==> src/rtl/rca_seq_pkg.sv <==
// Shared types and sizing helpers for the nibble-serial adder controller.
// Holds the controller state encoding and the slice width.
package rca_seq_pkg;

    typedef enum logic [1:0] {
        IDLE = 2'd0,
        RUN  = 2'd1,
        DONE = 2'd2
    } state_t;

    localparam int NIB = 4;

    function automatic int nib_count(input int width);
        return width / NIB;
    endfunction

    // Never below 1 so the index register always has at least one bit.
    function automatic int nib_idx_w(input int width);
        int w;
        w = $clog2(nib_count(width));
        return (w < 1) ? 1 : w;
    endfunction

endpackage

==> src/rtl/rca_seq_add32_rca4.sv <==
// Combinational 4-bit ripple-carry adder slice.
// The controller reuses this one slice for every nibble of the operands.
module rca4 (
    input  logic [3:0] a,
    input  logic [3:0] b,
    input  logic       cin,
    output logic [3:0] s,
    output logic       cout
);

    logic [4:0] c;

    assign c[0] = cin;

    for (genvar i = 0; i < 4; i++) begin : g_fa
        assign s[i]   = a[i] ^ b[i] ^ c[i];
        assign c[i+1] = (a[i] & b[i]) | (c[i] & (a[i] ^ b[i]));
    end

    assign cout = c[4];

endmodule

==> src/rtl/rca_seq_add32.sv <==
// Multi-cycle add/subtract controller: walks one rca4 slice across the
// operands LSB nibble first, then holds the result until it is taken.
module rca_seq_add32
    import rca_seq_pkg::*;
#(
    parameter int WIDTH = 32
) (
    input  logic             clk,
    input  logic             rst_n,
    input  logic             in_valid,
    output logic             in_ready,
    input  logic [WIDTH-1:0] a,
    input  logic [WIDTH-1:0] b,
    input  logic             sub,
    input  logic             unsign,
    output logic             out_valid,
    input  logic             out_ready,
    output logic [WIDTH-1:0] s,
    output logic             cout,
    output logic             ovf,
    output logic [1:0]       dbg_state
);

    // Handshakes: a transfer happens on a rising edge where valid and ready
    // are both high. in_ready is high only in IDLE, out_valid only in DONE;
    // neither depends combinationally on the opposite side's signal.

    localparam int NNIB = nib_count(WIDTH);
    localparam int KW   = nib_idx_w(WIDTH);
    localparam int MSB  = WIDTH - 1;
    localparam logic [KW-1:0] K_LAST = KW'(NNIB - 1);

    state_t state;
    state_t state_nx;

    logic [WIDTH-1:0] a_r;
    logic [WIDTH-1:0] b_r;
    logic [WIDTH-1:0] s_r;
    logic             carry_r;
    logic             sub_r;
    logic             unsign_r;
    logic             cout_r;
    logic             ovf_r;
    logic [KW-1:0]    k;

    logic [NIB-1:0]   a_nib;
    logic [NIB-1:0]   b_nib;
    logic [NIB-1:0]   sum_nib;
    logic             slice_cout;
    logic             accept;
    logic             last_step;
    logic             ovf_calc;

    // Nibble select from the registered operands feeds the single slice.
    always_comb begin
        a_nib = '0;
        b_nib = '0;
        for (int i = 0; i < NNIB; i++) begin
            if (k == KW'(i)) begin
                a_nib = a_r[i*NIB +: NIB];
                b_nib = b_r[i*NIB +: NIB];
            end
        end
    end

    rca4 u_slice (
        .a    (a_nib),
        .b    (b_nib),
        .cin  (carry_r),
        .s    (sum_nib),
        .cout (slice_cout)
    );

    assign accept    = (state == IDLE) && in_valid;
    assign last_step = (state == RUN) && (k == K_LAST);

    // Evaluated during the last RUN cycle, when the slice is producing the
    // MSB nibble and the final carry.
    always_comb begin
        ovf_calc = 1'b0;
        if (unsign_r) begin
            ovf_calc = sub_r ? ~slice_cout : slice_cout;
        end else begin
            ovf_calc = (a_r[MSB] == b_r[MSB]) && (sum_nib[NIB-1] != a_r[MSB]);
        end
    end

    always_comb begin
        state_nx  = state;
        in_ready  = 1'b0;
        out_valid = 1'b0;
        case (state)
            IDLE: begin
                in_ready = 1'b1;
                if (in_valid) begin
                    state_nx = RUN;
                end
            end
            RUN: begin
                if (k == K_LAST) begin
                    state_nx = DONE;
                end
            end
            DONE: begin
                out_valid = 1'b1;
                if (out_ready) begin
                    state_nx = IDLE;
                end
            end
            default: begin
                state_nx = IDLE;
            end
        endcase
    end

    always_ff @(posedge clk or negedge rst_n) begin
        if (!rst_n) begin
            state <= IDLE;
        end else begin
            state <= state_nx;
        end
    end

    always_ff @(posedge clk or negedge rst_n) begin
        if (!rst_n) begin
            a_r      <= '0;
            b_r      <= '0;
            carry_r  <= 1'b0;
            sub_r    <= 1'b0;
            unsign_r <= 1'b0;
            k        <= '0;
        end else if (accept) begin
            a_r      <= a;
            b_r      <= sub ? ~b : b;
            carry_r  <= sub;
            sub_r    <= sub;
            unsign_r <= unsign;
            k        <= '0;
        end else if (state == RUN) begin
            carry_r <= slice_cout;
            if (k != K_LAST) begin
                k <= k + 1'b1;
            end
        end
    end

    // Result nibbles only change during RUN, so s is quiet while out_valid.
    always_ff @(posedge clk or negedge rst_n) begin
        if (!rst_n) begin
            s_r <= '0;
        end else if (state == RUN) begin
            for (int i = 0; i < NNIB; i++) begin
                if (k == KW'(i)) begin
                    s_r[i*NIB +: NIB] <= sum_nib;
                end
            end
        end
    end

    always_ff @(posedge clk or negedge rst_n) begin
        if (!rst_n) begin
            cout_r <= 1'b0;
            ovf_r  <= 1'b0;
        end else if (last_step) begin
            cout_r <= slice_cout;
            ovf_r  <= ovf_calc;
        end
    end

    assign s         = s_r;
    assign cout      = cout_r;
    assign ovf       = ovf_r;
    assign dbg_state = state;

endmodule
==> config.mk <==
export PLATFORM = sky130hd
export DESIGN_NAME = rca_seq_add32
export DESIGN_NICKNAME = d
export VERILOG_FILES = /design/src/rtl/rca_seq_pkg.sv /design/src/rtl/rca_seq_add32_rca4.sv /design/src/rtl/rca_seq_add32.sv
export SDC_FILE = /design/constraint.sdc
export NUM_CORES = 1
export LEC_CHECK = 0
export ABC_AREA = 1
export ABC_CLOCK_PERIOD_IN_PS = 9250
export CAP_MARGIN = 20
export CORE_MARGIN = 4
export CORE_UTILIZATION = 30
export DETAILED_ROUTE_END_ITERATION = 8
export GPL_ROUTABILITY_DRIVEN = 0
export PLACE_DENSITY = 0.52
export SYNTH_ARGS = -nofsm -noshare
export SYNTH_HDL_FRONTEND = slang
export SYNTH_SLANG_ARGS = --single-unit
==> constraint.sdc <==
create_clock -name clk -period 9.25 [get_ports clk]
set_input_delay 1.3875 -clock clk [delete_from_list [all_inputs] [get_ports clk]]
set_output_delay 1.3875 -clock clk [all_outputs]
set_load 0.02 [all_outputs]
==> qor.csv, run 1 <==
metric,value,unit
outcome,"finished, final reports clean",
place_hpwl,9.66,mm
post-route-min-period,3.94,ns
stdcell_count,946,
clk_pin_slew,0.07,ns
cts_setup_buffers,0,
ys_ff_latch,106,
syn_area_per_cell,8.17,sq um
cp-startpoint,k[2],
multi_input_area,0.00217,sq mm
syn_inst,627,
endpoint_kind,flop,
final_layout_size_suffix_gt1_share,4.27,%
wirelength,12.7,mm
setup_violations,0,
clock_path_buffers,2,
min_to,b_r[13],
r2r_end,ovf,
finalSetupTns,0,ns
n_fill_cell,1687,
cp.required,9.47,ns
yosys.cell_types.count,26,
drv_slew,0,
max_slew_margin,39.6,%
overflow,0,
final_nets,801,
maxClockFrequency,254,MHz
place_area,0.00633,sq mm
min_from,b_r[13],
synth_commonest_cells,"nand2_1, dfrtp_1, o21ai_0, inv_1, nand3_1",
cp-start-kind,flop,
grt_max_degree,98,
max-vdd-ir-drop,0.000281,V
drt.antenna.violating_nets,0,
hold_depth,2,
cts_hold_buf,0,
combPwrFrac,50.3,%
die_area,0.0192,sq mm
internal_power,1330,uW
start_util,30.8,%
cts_sinks,106,
antenna_found_initial,0,
whs,0.478,ns
skew,0.00896,ns
n_antenna_cell,0,
p_sw_share,44.6,%
die_h,139,um
yosysSeqAreaShare,51.8,%
post-synth-top-count-cell,nand2_1,
yosysTopAreaCellShare,51.8,%
hp-class,flop to flop,
post-place-cells,929,
ctsResizeCount,0,
grt_pass1_vias,4377,
viasPerCell,4.43,
power_density,362,mW/mm^2
r2r-start,k[2],
min_period_over_period,42.6,%
cts_root_buffer,clkbuf_16,
post-route-drc-count,0,
synth_top_area_cell,dfrtp_1,
cap_violations,0,
clkPwrFrac,15.7,%
die_x,139,um
syn2layout_area_growth,29.6,%
seqPwrFrac,34.0,%
worstMarginPinSlew,0.907,ns
grt_setup_unrepaired,no,
async_flop_share,100,%
netlist_top_cells_area,"dfrtp_1, nand2_1, o21ai_0",
dr_total_vias,4193,
r2r_slack,5.31,ns
clk_latency,0.36,ns
numCtsBuffers,9,
wl_per_cell,13.4,um
grt_usage,13.6,%
ff2ff_path_depth,19,
cts_max_level,3,
rows,47,
port_buffers,107,
first_pass_iters,6,
ff_latch_area,0.00265,sq mm
synth_edf_count,0,
hold_viol,0,
cts_tree,built,
switchingPower,1070,uW
grt_first_pass_wirelength,21.6,mm
path_class,flop to flop,
path_max_fanout,13,
syn_area,0.00512,sq mm
crit_arrival,4.16,ns
synth.net_count,707,
coreArea,0.0166,sq mm
dr.first_iter.drc_count,230,
ys.flop_type,dfrtp_1,
p_leak,0.00317,uW
synth_warnings,0,
design_area,0.00664,sq mm
io_pins,108,
[metrics by stage]
| step | setup slack (ns) | utilization (%) | total power [uW] |
|---|---|---|---|
| after floorplan | 5.80 | - | 1570 |
| after global placement | 5.40 | 38.1 | 2020 |
| after detailed placement | 5.26 | 38.1 | 2050 |
| after CTS | 5.29 | 39.8 | 2430 |
| after global routing | 4.84 | 39.9 | 2650 |
| final | 5.31 | 39.9 | 2400 |
[layout make-up]
type | instances | area share (%)
sequential | 106 | 40.0
inverter | 42 | 2.41
tap | 220 | 4.15
timing repair buffer | 110 | 16.5
clock buffer | 12 | 3.56
clock inverter | 4 | 0.792
multi-input combinational | 452 | 32.7
[layer usage]
layer	global-route usage (%)	share of wire [%]
met1	18.8	48
met2	21.1	45
met4	3.24	1.2
met3	4.38	5.7
met5	0	0
[critical path: stages, from the launching register on]
cell and delay (ns):
dfrtp_1 0.48, inv_4 0.15, ha_1 0.25, inv_1 0.20, or2_2 0.32, nand3_1 0.09, nand2_1 0.07, nand2_1 0.05
nand2_1 0.05, nand2_1 0.09, fa_1 0.16, inv_1 0.05, fa_1 0.38, fa_1 0.40, fa_1 0.51, inv_1 0.13
nand3_1 0.09, o21ai_0 0.08, a22oi_1 0.15, o21ai_0 0.10
[kinds of logic after synthesis]
logic type | after synthesis | share of synthesized area, %
AND/OR/NAND/NOR | 327 | 25.4
XOR/XNOR | 32 | 5.47
adder cells (fa/ha/maj) | 10 | 3.03
AO/OA/AOI/OAI | 83 | 8.35
buffers and inverters | 69 | 5.96
flip-flops | 106 | 51.8
[cells in the final DEF, fill, tap and decap left out, types with 2 or more instances in the layout]
| cell | count |
|---|---|
| clkinv_4 | 2 |
| fa_1 | 4 |
| clkbuf_1 | 3 |
| dfrtp_1 | 106 |
| inv_1 | 40 |
| buf_4 | 3 |
| xnor2_1 | 32 |
| nor2_1 | 30 |
| or2_2 | 8 |
| clkbuf_16 | 9 |
| nand2_1 | 251 |
| ha_1 | 6 |
| a21oi_1 | 5 |
| nand3_1 | 34 |
| o21ai_0 | 73 |
| clkdlybuf4s50_1 | 105 |
[power groups by stage]
stage               Clock (uW)  Combinational (uW)  Sequential, uW
floorplan                    0                 713             860
global placement             0                1190             826
detailed placement           0                1220             826
CTS                        387                1230             820
global route               408                1390             846
finish                     377                1210             817
[worst max path at each step]
stage | to | depth (start not counted)
after floorplan | ovf | 19
after global placement | carry_r | 5
after detailed placement | carry_r | 5
after CTS | ovf | 22
after global routing | ovf | 21
final | ovf | 19
[state kept, by name, summed over array words and instances, names as in the netlist]
signal	flops
a_r	32
b_r	32
s	32
k	3
dbg_state	2
carry_r	1
cout	1
ovf	1
sub_r	1
unsign_r	1
(Power assumes the default switching activity.)
==> run 2: changes to the inputs <==
--- a/config.mk
+++ b/config.mk
@@ -6,7 +6,7 @@
 export NUM_CORES = 1
 export LEC_CHECK = 0
 export ABC_AREA = 1
-export ABC_CLOCK_PERIOD_IN_PS = 9250
+export ABC_CLOCK_PERIOD_IN_PS = 4019
 export CAP_MARGIN = 20
 export CORE_MARGIN = 4
 export CORE_UTILIZATION = 30
==> constraint.sdc (replaced) <==
create_clock -name clk -period 4.02 [get_ports clk]
set_input_delay 0.603 -clock clk [delete_from_list [all_inputs] [get_ports clk]]
set_output_delay 0.603 -clock clk [all_outputs]
set_load 0.02 [all_outputs]
==> qor.csv, run 2 (synthesized netlist as in run 1, its figures left out) <==
metric,value,unit
crit_arrival,3.94,ns
endpoint_kind,flop,
maxClockFrequency,268,MHz
dr.first_iter.drc_count,199,
critical-path-slowest-cell,fa_1,
clk_pin_slew,0.07,ns
place_area,0.00638,sq mm
place_hpwl,9.68,mm
cts_root_buffer,clkbuf_16,
first_pass_iters,4,
die_area,0.0192,sq mm
max_slew_margin,40.9,%
overflow,0,
dr_total_vias,4210,
grt_setup_unrepaired,no,
worst_path_largest_cell_delay,0.54,ns
power_density,835,mW/mm^2
io_pins,108,
r2r_end,ovf,
path_class,flop to flop,
cts_sinks,106,
p_leak,0.00321,uW
design_area,0.00674,sq mm
n_antenna_cell,0,
cap_violations,0,
coreArea,0.0166,sq mm
r2r-start,k[2],
grt_max_degree,97,
post-route-min-period,3.73,ns
port_buffers,107,
path_max_fanout,9,
wirelength,12.9,mm
clk_latency,0.35,ns
post-place-cells,934,
stdcell_count,952,
drt.antenna.violating_nets,0,
path_buf_inv,4,
hold_viol,0,
final_layout_size_suffix_gt1_share,6.83,%
min_period_over_period,92.9,%
total_power,5620,uW
final_nets,807,
worst_path_dominant_cell_family,adder cells,
die_x,139,um
grt_first_pass_wirelength,20.8,mm
viasPerCell,4.42,
cp-start-kind,flop,
hp-class,primary input to async pin,
die_h,139,um
post-route-drc-count,0,
rows,47,
antenna_found_initial,0,
wl_per_cell,13.5,um
cp.required,4.23,ns
r2r_slack,0.29,ns
cts_max_level,3,
layout_common_cells,"nand2_1, dfrtp_1, clkdlybuf4s50_1, o21ai_0, inv_1",
drv_slew,0,
max-vdd-ir-drop,0.000355,V
grt_usage,13.2,%
final_common_cell,nand2_1,
crit_chain,inv_4 -> ha_2 -> inv_2 -> or2_2 -> nand3_1 -> nand2_1 -> nand2_1 -> nand2_1 -> nand2_1 -> fa_1 -> inv_1 -> fa_1 -> fa_1 -> fa_1 -> inv_2 -> nand3_1 -> o21ai_0 -> a22oi_1 -> o21ai_0,
finalCoreUtilization,40.5,%
cts_tree,built,
start_util,30.8,%
worstMarginPinSlew,0.887,ns
skew,0.00704,ns
syn2layout_area_growth,31.5,%
clock_path_buffers,2,
numCtsBuffers,9,
ff2ff_path_depth,19,
outcome,"finished, final reports clean",
finalSetupTns,0,ns
setup_violations,0,
grt_pass1_vias,4172,
## run 2: cell types whose count changed in the layout (fill, tap and decap cells not counted), sizes merged
cell	delta
buf	+5
clkinv	+1
clkbuf	-1
nor2	+1
## run 2: report_power, final
group	total, uW	internal (uW)	switching [uW]
Clock	881	498	383
Combinational	2850	1060	1790
Sequential	1890	1570	327
## run 2: repair_timing
action,4_1_cts,5_1_grt
setup buffers,0,0
setup endpoints to repair,0,1
endpoints found under the hold margin,0,0
hold buffers,0,0
gates resized for setup,0,12
## run 2: final cells by class
type,count,area [sq um]
Inverter,42,160
Multi-Input combinational cell,453,2200
Clock inverter,5,53.8
Tap cell,220,275
Sequential cell,106,2650
Timing Repair Buffer,115,1160
Fill cell,1703,9900
Clock buffer,11,243
## run 2: stage by stage
step / hold WS [ns] / setup slack, ns
after floorplan: 0.307 / 0.567
after global placement: 0.468 / 0.272
after detailed placement: 0.465 / 0.130
after CTS: 0.263 / 0.107
after global routing: 0.293 / 0.00975
final: 0.241 / 0.286
## run 2: worst max-delay path by stage
stage          from   to  depth (start not counted)
2_1_floorplan  k[0]  ovf                         19
3_3_place_gp   k[2]  ovf                         19
3_5_place_dp   k[1]  ovf                         22
4_1_cts        k[1]  ovf                         22
5_1_grt        k[1]  ovf                         18
6_report       k[2]  ovf                         19
## run 2: layer usage
layer	up-vias	share of wire, %	GRT usage, %
met4	0	1.6	4.58
met1	1925	51	18.7
met2	107	43	20.0
met5	-	0	0
met3	13	4.7	3.17
li1	2165	-	-
==> RTL change: new RTL, flow settings as in run 2 <==
The parameter `WIDTH` goes from 32 to 28.
--- a/src/rtl/rca_seq_add32.sv
+++ b/src/rtl/rca_seq_add32.sv
@@ -5,3 +5,3 @@
 #(
-    parameter int WIDTH = 32
+    parameter int WIDTH = 28
 ) (
Ports: changed (resized a, b and s); port bits go from 108 to 96. The function was not compared with the original's and may differ.
==> RTL change against run 2 <==
Critical path type unchanged; sequential cell count shrank 12; maximum frequency rose by 1.5%; worst hold slack improved by 0.17 ns; design area shrank 11%; worst setup slack improved by 0.055 ns; routed wire length fell by 10%; area after synthesis down 9.9%; power fell by 11%.
==> RTL change: results (changes against run 2) <==
stage,metric,value,unit,change
outcome,status,completed,,
setup_path,RR Startpoint,k[1]$_DFFE_PN0P_,,
setup_path,Worst Path Max Fanout,8,,-1
cells_and_area,Fill cells,1564,,-8.2%
detailed_routing,DRT Pass-1 Iters,5,,+1
cells_and_area,NonClk Buf Share,16.4,%,-0.73 points
timing,Slew HR,36.5,%,-4.4 points
logic_synthesis,commonest cells in the netlist,"218 x nand2_1, 94 x dfrtp_1, 70 x o21ai_0",,
cells_and_area,Reg area,2350,µm²,-11%
global_routing,largest net degree at the start of global routing,79,,-19%
logic_synthesis,post-synthesis sequential area ratio,50.9,%,-0.82 points
pwr,PwrDens,838,nW/µm²,+0.45%
setup_path,"slowest stage delay, CP",0.52,ns,-0.02 ns
cells_and_area,#MultiIn Comb,396,,-13%
setup_path,R2R Setup Slk,0.34,ns,+0.05 ns
setup_path,Critical Path AT,3.89,ns,-0.05 ns
cells_and_area,sequential cell count,94,,-11%
timing,Max Freq,272,MHz,+1.5%
global_routing,first-pass GRT wire length,19500,µm,-6.6%
cells_and_area,Nets,716,,-11%
timing,final setup skew,0.00670,ns,-0.000345 ns
logic_synthesis,mux cell area share after synthesis,0,%,unchanged
logic_synthesis,post-synth cell types,27,,+3.8%
cells_and_area,clock network contribution to total cell area,5.02,%,+0.62 points
detailed_routing,final WL,11600,µm,-10%
logic_synthesis,xor and xnor area share after synthesis,5.31,%,-0.16 points
logic_synthesis,syn nets,627,,-11%
pwr,Peak VDD IR,0.349,mV,-1.6%
cells_and_area,multi-input logic area,1960,µm²,-11%
global_routing,GRT Util Overall,13.7,%,+0.47 points
cells_and_area,inverter count,44,,+4.8%
detailed_routing,Via density,4.52,,+2.3%
place,hpwl dp,8790,µm,-9.2%
cells_and_area,Signal buffers,100,,-13%
detailed_routing,DRT iter0 DRCs,268,,+35%
setup_path,"Slowest-stage cell, CP",fa_1,,
cells_and_area,share of layout cells above drive strength 1,6.15,%,-0.68 points
cells_and_area,Util after Layout,39.6,%,-0.86 points
timing,Worst Hold Slack,0.411,ns,+0.170 ns
global_routing,vias in the first global route,3851,,-7.7%
setup_path,R2R cell count,16,,-3
logic_synthesis,Compound-Gate Fraction of Synth Area,9.59,%,+1.2 points
detailed_routing,vias post-DR,3791,,-10%
place,Buffers on Ports,95,,-11%
logic_synthesis,Area contributors post-synth,"dfrtp_1 51%, nand2_1 18%, o21ai_0 7.6%, xnor2_1 5.3%, inv_1 3.3%",,
place,pre-CTS setup slack,0.269,ns,+0.139 ns
[RTL change: repair_timing]
item | in CTS | in global routing
buffers inserted | 0 | 0
gates resized for setup | 0 | 7
hold buffers | 0 | 0
setup endpoints to repair | 0 | 1
[RTL change: worst max path at each step]
stage                     startpoint         endpoint  cells past startpoint
floorplan           k[2]$_DFFE_PN0P_  ovf$_DFFE_PN0P_                     22
global placement    k[0]$_DFFE_PN0P_  ovf$_DFFE_PN0P_                     16
detailed placement  k[1]$_DFFE_PN0P_  ovf$_DFFE_PN0P_                     18
CTS                 k[1]$_DFFE_PN0P_  ovf$_DFFE_PN0P_                     18
global route        k[1]$_DFFE_PN0P_  ovf$_DFFE_PN0P_                     16
finish              k[1]$_DFFE_PN0P_  ovf$_DFFE_PN0P_                     16
[RTL change: kinds of logic (layout without fill, tap and decap cells)]
logic type               Yosys count  after routing
XOR/XNOR                          28             28
AO/OA/AOI/OAI                     85             85
flip-flops                        94             94
AND/OR/NAND/NOR                  274            274
adder cells (fa/ha/maj)            9              9
buffers and inverters             66            160
[RTL change: worst reg2reg max path: cells and delay by family, from the launching register on]
family,cells,cell delay (ns)
DFF,1,0.43
buffers and inverters,3,0.28
AOI/OAI and AO/OA,4,0.50
adders and majority gates,5,1.81
and+or+nand+nor,4,0.54
[RTL change: where the power goes]
part           switching, mW  leakage (nW)  internal (mW)  total [mW]
Sequential             0.303          1.18           1.39        1.69
Combinational           1.56          1.54          0.922        2.48
Clock                  0.354         0.142          0.499       0.853
Total                   2.22          2.86           2.81        5.03
[RTL change: metal layers]
layer,vias up,part of all wire (%),track usage [%]
met4,0,0.90,3.79
met2,122,43,20.3
met5,-,0,0
met1,1758,50,19.8
met3,8,6.0,3.66
li1,1903,-,-
